**src/rtl/m3_pkg.sv**
```systemverilog
// m3_pkg: state encoding, zigzag order and per-table shift amounts for the dequantizing block writer
package m3_pkg;
  typedef enum logic [2:0] {
    S_IDLE,
    S_ACCEPT,
    S_ZERO_RUN,
    S_WRITE_COEFF,
    S_ZERO_FILL,
    S_DONE
  } state_t;
  localparam logic [5:0] ZZ [64] = '{
    6'd0,  6'd1,  6'd8,  6'd16, 6'd9,  6'd2,  6'd3,  6'd10,
    6'd17, 6'd24, 6'd32, 6'd25, 6'd18, 6'd11, 6'd4,  6'd5,
    6'd12, 6'd19, 6'd26, 6'd33, 6'd40, 6'd48, 6'd41, 6'd34,
    6'd27, 6'd20, 6'd13, 6'd6,  6'd7,  6'd14, 6'd21, 6'd28,
    6'd35, 6'd42, 6'd49, 6'd56, 6'd57, 6'd50, 6'd43, 6'd36,
    6'd29, 6'd22, 6'd15, 6'd23, 6'd30, 6'd37, 6'd44, 6'd51,
    6'd58, 6'd59, 6'd52, 6'd45, 6'd38, 6'd31, 6'd39, 6'd46,
    6'd53, 6'd60, 6'd61, 6'd54, 6'd47, 6'd55, 6'd62, 6'd63
  };
  // indexed by row+col (0..14); entry 15 is never reached
  localparam logic [2:0] Q0_SH [16] = '{
    3'd3, 3'd2, 3'd3, 3'd4, 3'd5, 3'd5, 3'd6, 3'd6,
    3'd6, 3'd6, 3'd6, 3'd6, 3'd6, 3'd6, 3'd6, 3'd6
  };
  localparam logic [2:0] Q1_SH [16] = '{
    3'd3, 3'd1, 3'd1, 3'd1, 3'd2, 3'd3, 3'd4, 3'd5,
    3'd5, 3'd5, 3'd5, 3'd5, 3'd5, 3'd5, 3'd5, 3'd5
  };
endpackage

```
**src/rtl/m3_dequant.sv**
```systemverilog
// m3_dequant: shift a quantized coefficient by its table entry, saturate to 16 bits, sign-extend
module m3_dequant
  import m3_pkg::*;
(
  input  logic [15:0] coeff,
  input  logic [5:0]  k,
  input  logic        sel,
  output logic [31:0] value
);
  logic [5:0]  pos;
  logic [3:0]  s;
  logic [2:0]  sh;
  logic [21:0] v;
  logic [15:0] sat;
  assign pos = ZZ[k];
  assign s = {1'b0, pos[5:3]} + {1'b0, pos[2:0]};
  assign sh = sel ? Q1_SH[s] : Q0_SH[s];
  assign v = {{6{coeff[15]}}, coeff} << sh;
  // in range only when bits 21..15 are all copies of the sign
  assign sat = (v[21:15] == '0 || v[21:15] == '1) ? v[15:0] : v[21] ? 16'h8000 : 16'h7fff;
  assign value = {{16{sat[15]}}, sat};
endmodule

```
**src/rtl/m3_dequant_writer.sv**
```systemverilog
// m3_dequant_writer: expands run-length coefficient tokens into 64 dequantized row-major RAM writes
module m3_dequant_writer
  import m3_pkg::*;
(
  input  logic        Clock_50,
  input  logic        Reset,
  input  logic        start,
  input  logic        q_matrix,
  input  logic        coeff_valid,
  output logic        coeff_ready,
  input  logic [15:0] coeff_data,
  input  logic [5:0]  coeff_run,
  input  logic        coeff_eob,
  output logic [6:0]  DP_RAM_address,
  output logic [31:0] DP_RAM_write_data,
  output logic        DP_RAM_we,
  output logic        M3_finish,
  output logic        error
);
  state_t      state, next;
  logic [5:0]  k, run;
  logic [15:0] coeff;
  logic        qsel, take, last, writing;
  logic [31:0] deq;
  m3_dequant dq (
    .coeff(coeff),
    .k(k),
    .sel(qsel),
    .value(deq)
  );
  assign take = coeff_valid && coeff_ready;
  assign last = k == 6'd63;
  assign writing = state inside {S_ZERO_RUN, S_WRITE_COEFF, S_ZERO_FILL};
  always_ff @(posedge Clock_50) begin
    if (Reset) state <= S_IDLE;
    else state <= next;
  end
  always_comb begin
    next = state;
    case (state)
      S_IDLE: next = start ? S_ACCEPT : S_IDLE;
      S_ACCEPT: if (take) next = coeff_eob ? S_ZERO_FILL : coeff_run != 6'd0 ? S_ZERO_RUN : S_WRITE_COEFF;
      S_ZERO_RUN: next = last ? S_DONE : run == 6'd1 ? S_WRITE_COEFF : S_ZERO_RUN;
      S_WRITE_COEFF: next = last ? S_DONE : S_ACCEPT;
      S_ZERO_FILL: next = last ? S_DONE : S_ZERO_FILL;
      default: next = S_IDLE;
    endcase
  end
  // outputs present the write issued by the previous cycle's state
  always_ff @(posedge Clock_50) begin
    if (Reset) begin
      k <= '0;
      run <= '0;
      coeff <= '0;
      qsel <= 1'b0;
      error <= 1'b0;
      coeff_ready <= 1'b0;
      DP_RAM_address <= '0;
      DP_RAM_write_data <= '0;
      DP_RAM_we <= 1'b0;
      M3_finish <= 1'b0;
    end else begin
      coeff_ready <= next == S_ACCEPT;
      DP_RAM_we <= writing;
      DP_RAM_address <= {1'b0, ZZ[k]};
      DP_RAM_write_data <= state == S_WRITE_COEFF ? deq : '0;
      M3_finish <= state == S_DONE;
      if (state == S_IDLE && start) begin
        k <= '0;
        error <= 1'b0;
        qsel <= q_matrix;
      end
      if (take) begin
        run <= coeff_run;
        coeff <= coeff_data;
      end
      if (writing) k <= k + 6'd1;
      if (state == S_ZERO_RUN) begin
        run <= run - 6'd1;
        if (last) error <= 1'b1;
      end
    end
  end
endmodule

```
**config.mk**
```make
export PLATFORM = sky130hd
export DESIGN_NAME = m3_dequant_writer
export DESIGN_NICKNAME = d
export VERILOG_FILES = /design/src/rtl/m3_pkg.sv /design/src/rtl/m3_dequant.sv /design/src/rtl/m3_dequant_writer.sv
export SDC_FILE = /design/constraint.sdc
export NUM_CORES = 1
export LEC_CHECK = 0
export ABC_AREA = 1
export BUFFER_PORTS_ARGS = -buffer_cell sky130_fd_sc_hd__buf_2
export CORE_UTILIZATION = 55
export DETAILED_ROUTE_END_ITERATION = 10
export PLACE_DENSITY_LB_ADDON = 0.08
export SYNTH_ARGS = -nofsm -noshare
export SYNTH_HDL_FRONTEND = slang
export SYNTH_SLANG_ARGS = --single-unit
```
**constraint.sdc**
```tcl
create_clock -name Clock_50 -period 7.75 [get_ports Clock_50]
set_input_delay 0.775 -clock Clock_50 [delete_from_list [all_inputs] [get_ports Clock_50]]
set_output_delay 0.775 -clock Clock_50 [all_outputs]
set_load 0.005 [all_outputs]
```
==> summary.md <==
| Metric | Value |
|---|---|
| Run status | finished, final reports clean |
| Port Buffer Count | 69 |
| Avg Synthesized Cell Area | 6.66 µm² |
| Actual slew at the worst max-slew pin | 0.755 ns |
| Vias per std cell | 5.49 |
| Leading area contributor after synthesis | dfxtp_1 |
| Starting Density | 57.2% |
| Number of cells upsized or downsized after cts | 0 |
| Met1 capacity usage during global routing | 33.2% |
| Layer with the highest usage | met2 |
| Number of cells on the worst hold path | 2 |
| Launch instance of the worst min-delay path | coeff[4] |
| Synth warn | 0 |
| Worst EP arrival | 5.14 ns |
| Remaining Overflow, GRT | 0 |
| Antenna-violating nets left | 0 |
| Share of post-route cells with drive strength above 1 | 17.2% |
| Worst-path fanout max | 19 |
| Async S/R FF share, synth | 0% |
| Total global-route track usage | 25.4% |
| FF-to-FF setup slack | 2.85 ns |
| Horizontal die dimension | 86.3 µm |
| Type of origin of the critical path | flop |
| Peak clock frequency supported by timing | 204 MHz |
| Post-Synthesis Cells | 586 |
| Cell area after placement | 0.00413 mm² |
| DR vias | 3979 |
| Critical register-to-register path endpoint | DP_RAM_write_data[4] |
| TNS Setup | 0 ns |
| Number of pins exceeding their max-slew limit in the final report | 0 |
| Predominant post-synthesis flop cell | dfxtp_1 |
| Worst-path clk slew | 0.07 ns |
| Vias in the first global route | 3341 |
| Final Setup Violations | 0 |
| Initial DRC Count | 213 |
| Post-layout net count | 672 |
| Final routed wire length divided by cell count | 12.8 µm |
| Filler Cells Inserted | 631 |
| Summed instance area of the synthesized netlist | 0.00390 mm² |
| CTS Root Buffer Type | clkbuf_8 |
| Leakage power figure | 2.05 nW |
| Final critical path time including I/O delays and setup | 4.90 ns |
| Top cell type's share of synthesized area | 29.7% |
| Drt total wl | 9.29 mm |
| Final Cell Area | 0.00434 mm² |
| Number of synthesized register bits | 58 |
| Final RePlAce weighted congestion | 0.944 |
| Max_slew headroom | 49.5% |
| Synthesized netlist net count | 634 |
| Largest cells by area after synthesis | dfxtp_1 30%, nand2_1 12%, o21ai_0 7.6% |
| Power density relative to cell area | 167 mW/mm² |
| Number of antenna violations at the first check in global routing | 0 |
| Portion of the clock cycle consumed by the worst path in the final layout | 63.2% |
| Number of buffers inserted during clock tree synthesis | 9 |
| Category of the worst setup path capture point | flop |
| HPWL after DPL | 6.93 mm |
| Dpl ws | 3.01 ns |
| Hold crit path type | reg2reg |
| Core Area | 0.00683 mm² |
| Clock tree from TritonCTS | yes |
| Number of levels the H-tree was split into | 3 |
| Die Height | 86.3 µm |
| Hold buffer count at CTS | 0 |
| Number of enable-type register cells in the synthesized netlist | 0 |
| Global-route wire length before repair | 15.2 mm |
| Number of placement rows | 30 |
| Hold Violations, Final | 0 |
| Largest clock skew in the final design | 0.0114 ns |
| Sink Count | 58 |
| Data required, critical path | 8.00 ns |
| Clk buf depth | 2 |
| Sequential area share after synthesis | 29.7% |
| Met3 track utilization from global routing | 4.57% |
| Count of TritonRoute iterations in the first routing pass | 4 |
| Hold-critical path endpoint | coeff[4] |
| Pin count of the biggest net entering global routing | 30 |
| Post-CTS Setup Inserts | 0 |
| Slack of the critical path | 2.85 ns |
| IR drop worst, VDD | 119 µV |
| Max-capacitance violation count | 0 |
| Met2 track utilization from global routing | 41.9% |
| Area of the die | 0.00744 mm² |
| Unique cell type count in the Yosys netlist | 44 |
| Unrepaired setup endpoints after global routing | false |
| Top-level I/O count | 71 |
| Launch instance of the worst register-to-register path | k[2] |
| Critical path start-end classification | reg2reg |
| Depth of the worst register-to-register path | 25 |
| Area added between synthesis and finish | 11.2% |
| Final antenna diode count | 0 |
| Clk_lat worst skew | 0.33 ns |
| Total DRC errors in the routed layout | 0 |
[registers in the layout (all words and copies together) (netlist names)]
| register | flops |
|---|---|
| DP_RAM_address | 6 |
| DP_RAM_we | 1 |
| DP_RAM_write_data | 16 |
| M3_finish | 1 |
| coeff | 16 |
| coeff_ready | 1 |
| error | 1 |
| k | 6 |
| qsel | 1 |
| run | 6 |
| state | 3 |
[synthesized netlist by cell type (4+ instances only)]
cell type    n
a21oi_1     45
a31oi_1      5
buf_4       19
clkbuf_1    20
dfxtp_1     58
ha_1        19
inv_1       47
mux2i_1      4
nand2_1    121
nand2_2      9
nand3_1     56
nor2_1      52
nor2_2       5
nor3_1       7
o211ai_1     7
o21ai_0     59
o221ai_1     5
[worst max-delay path, cell delays in order, from the launching register on]
cell	delay (ns)
dfxtp_1	0.72
clkinv_1	0.46
ha_1	0.41
nand2_1	0.07
o21ai_0	0.11
a21oi_1	0.14
o21ai_0	0.10
nand2_1	0.12
inv_1	0.05
ha_1	0.23
fa_1	0.43
inv_1	0.11
nand2_2	0.06
nand2_2	0.10
nand3_1	0.14
o21ai_1	0.13
nand2_2	0.23
inv_2	0.29
nand3_1	0.12
nand2_1	0.10
nand2_1	0.06
nor2_1	0.10
nand2_1	0.07
nand2_2	0.21
nand2_1	0.09
a21oi_1	0.14
[cells by family after synthesis]
kind of cell,count (synthesis),synth area share [%]
fa+ha+maj,20,6.60
buf+inv,94,11.1
flops,58,29.7
mux,4,1.03
compound gates,142,20.8
xor+xnor,2,0.449
simple gates,265,30.2
other cells,1,0.0960
[layer usage]
metal  part of all wire (%)  wire, µm  up-vias
met5                      0         0        -
met4                    1.8       170        0
met3                    4.8       447       19
met2                     47      4390      136
met1                     46      4280     1791
li1                       -         -     2033
[through the flow]
stage,instances,hold slack [ns],total power [mW],utilization [%]
global route,725,0.483,0.760,63.6
finish,725,0.463,0.725,63.6
detailed placement,709,0.456,0.426,60.5
floorplan,586,0.439,0.405,-
global placement,709,0.454,0.424,60.5
CTS,725,0.467,0.727,63.6
[where the power goes]
group	internal [mW]	switching [mW]
Sequential	0.306	0.00580
Clock	0.181	0.123
Combinational	0.0349	0.0741
[layout make-up]
class	instances	area, µm²	share of cell area (%)
multi-input combinational	434	2310	53.2
timing repair buffer	69	345	7.95
sequential	58	1160	26.7
clock buffer	11	131	3.03
inverter	52	195	4.50
tap	96	120	2.77
clock inverter	5	78.8	1.82
[layout by cell type, fill, tap and decap left out, drive strengths merged, types with 2 or more instances in the layout]
master,instances
nand2,132
buf,69
o21ai,62
nand3,59
dfxtp,58
nor2,58
inv,49
a21oi,45
ha,19
clkbuf,11
o211ai,7
nor3,7
clkinv,6
a31oi,5
o221ai,5
mux2i,4
o31ai,3
or2,3
a22oi,3
a32o,3
nor4,3
nand4,2
a211oi,2
a221oi,2
bufinv,2
[worst max path at each step]
stage | start | to | slack, ns | depth (start not counted)
finish | k[2] | DP_RAM_write_data[4] | 2.85 | 25
global route | k[2] | DP_RAM_write_data[4] | 2.42 | 25
CTS | k[0] | DP_RAM_write_data[11] | 2.98 | 24
floorplan | k[0] | DP_RAM_write_data[11] | 3.81 | 26
global placement | k[3] | DP_RAM_write_data[6] | 3.12 | 20
detailed placement | k[0] | DP_RAM_write_data[11] | 3.01 | 24
Note: power is estimated with default switching activity, not from simulation.
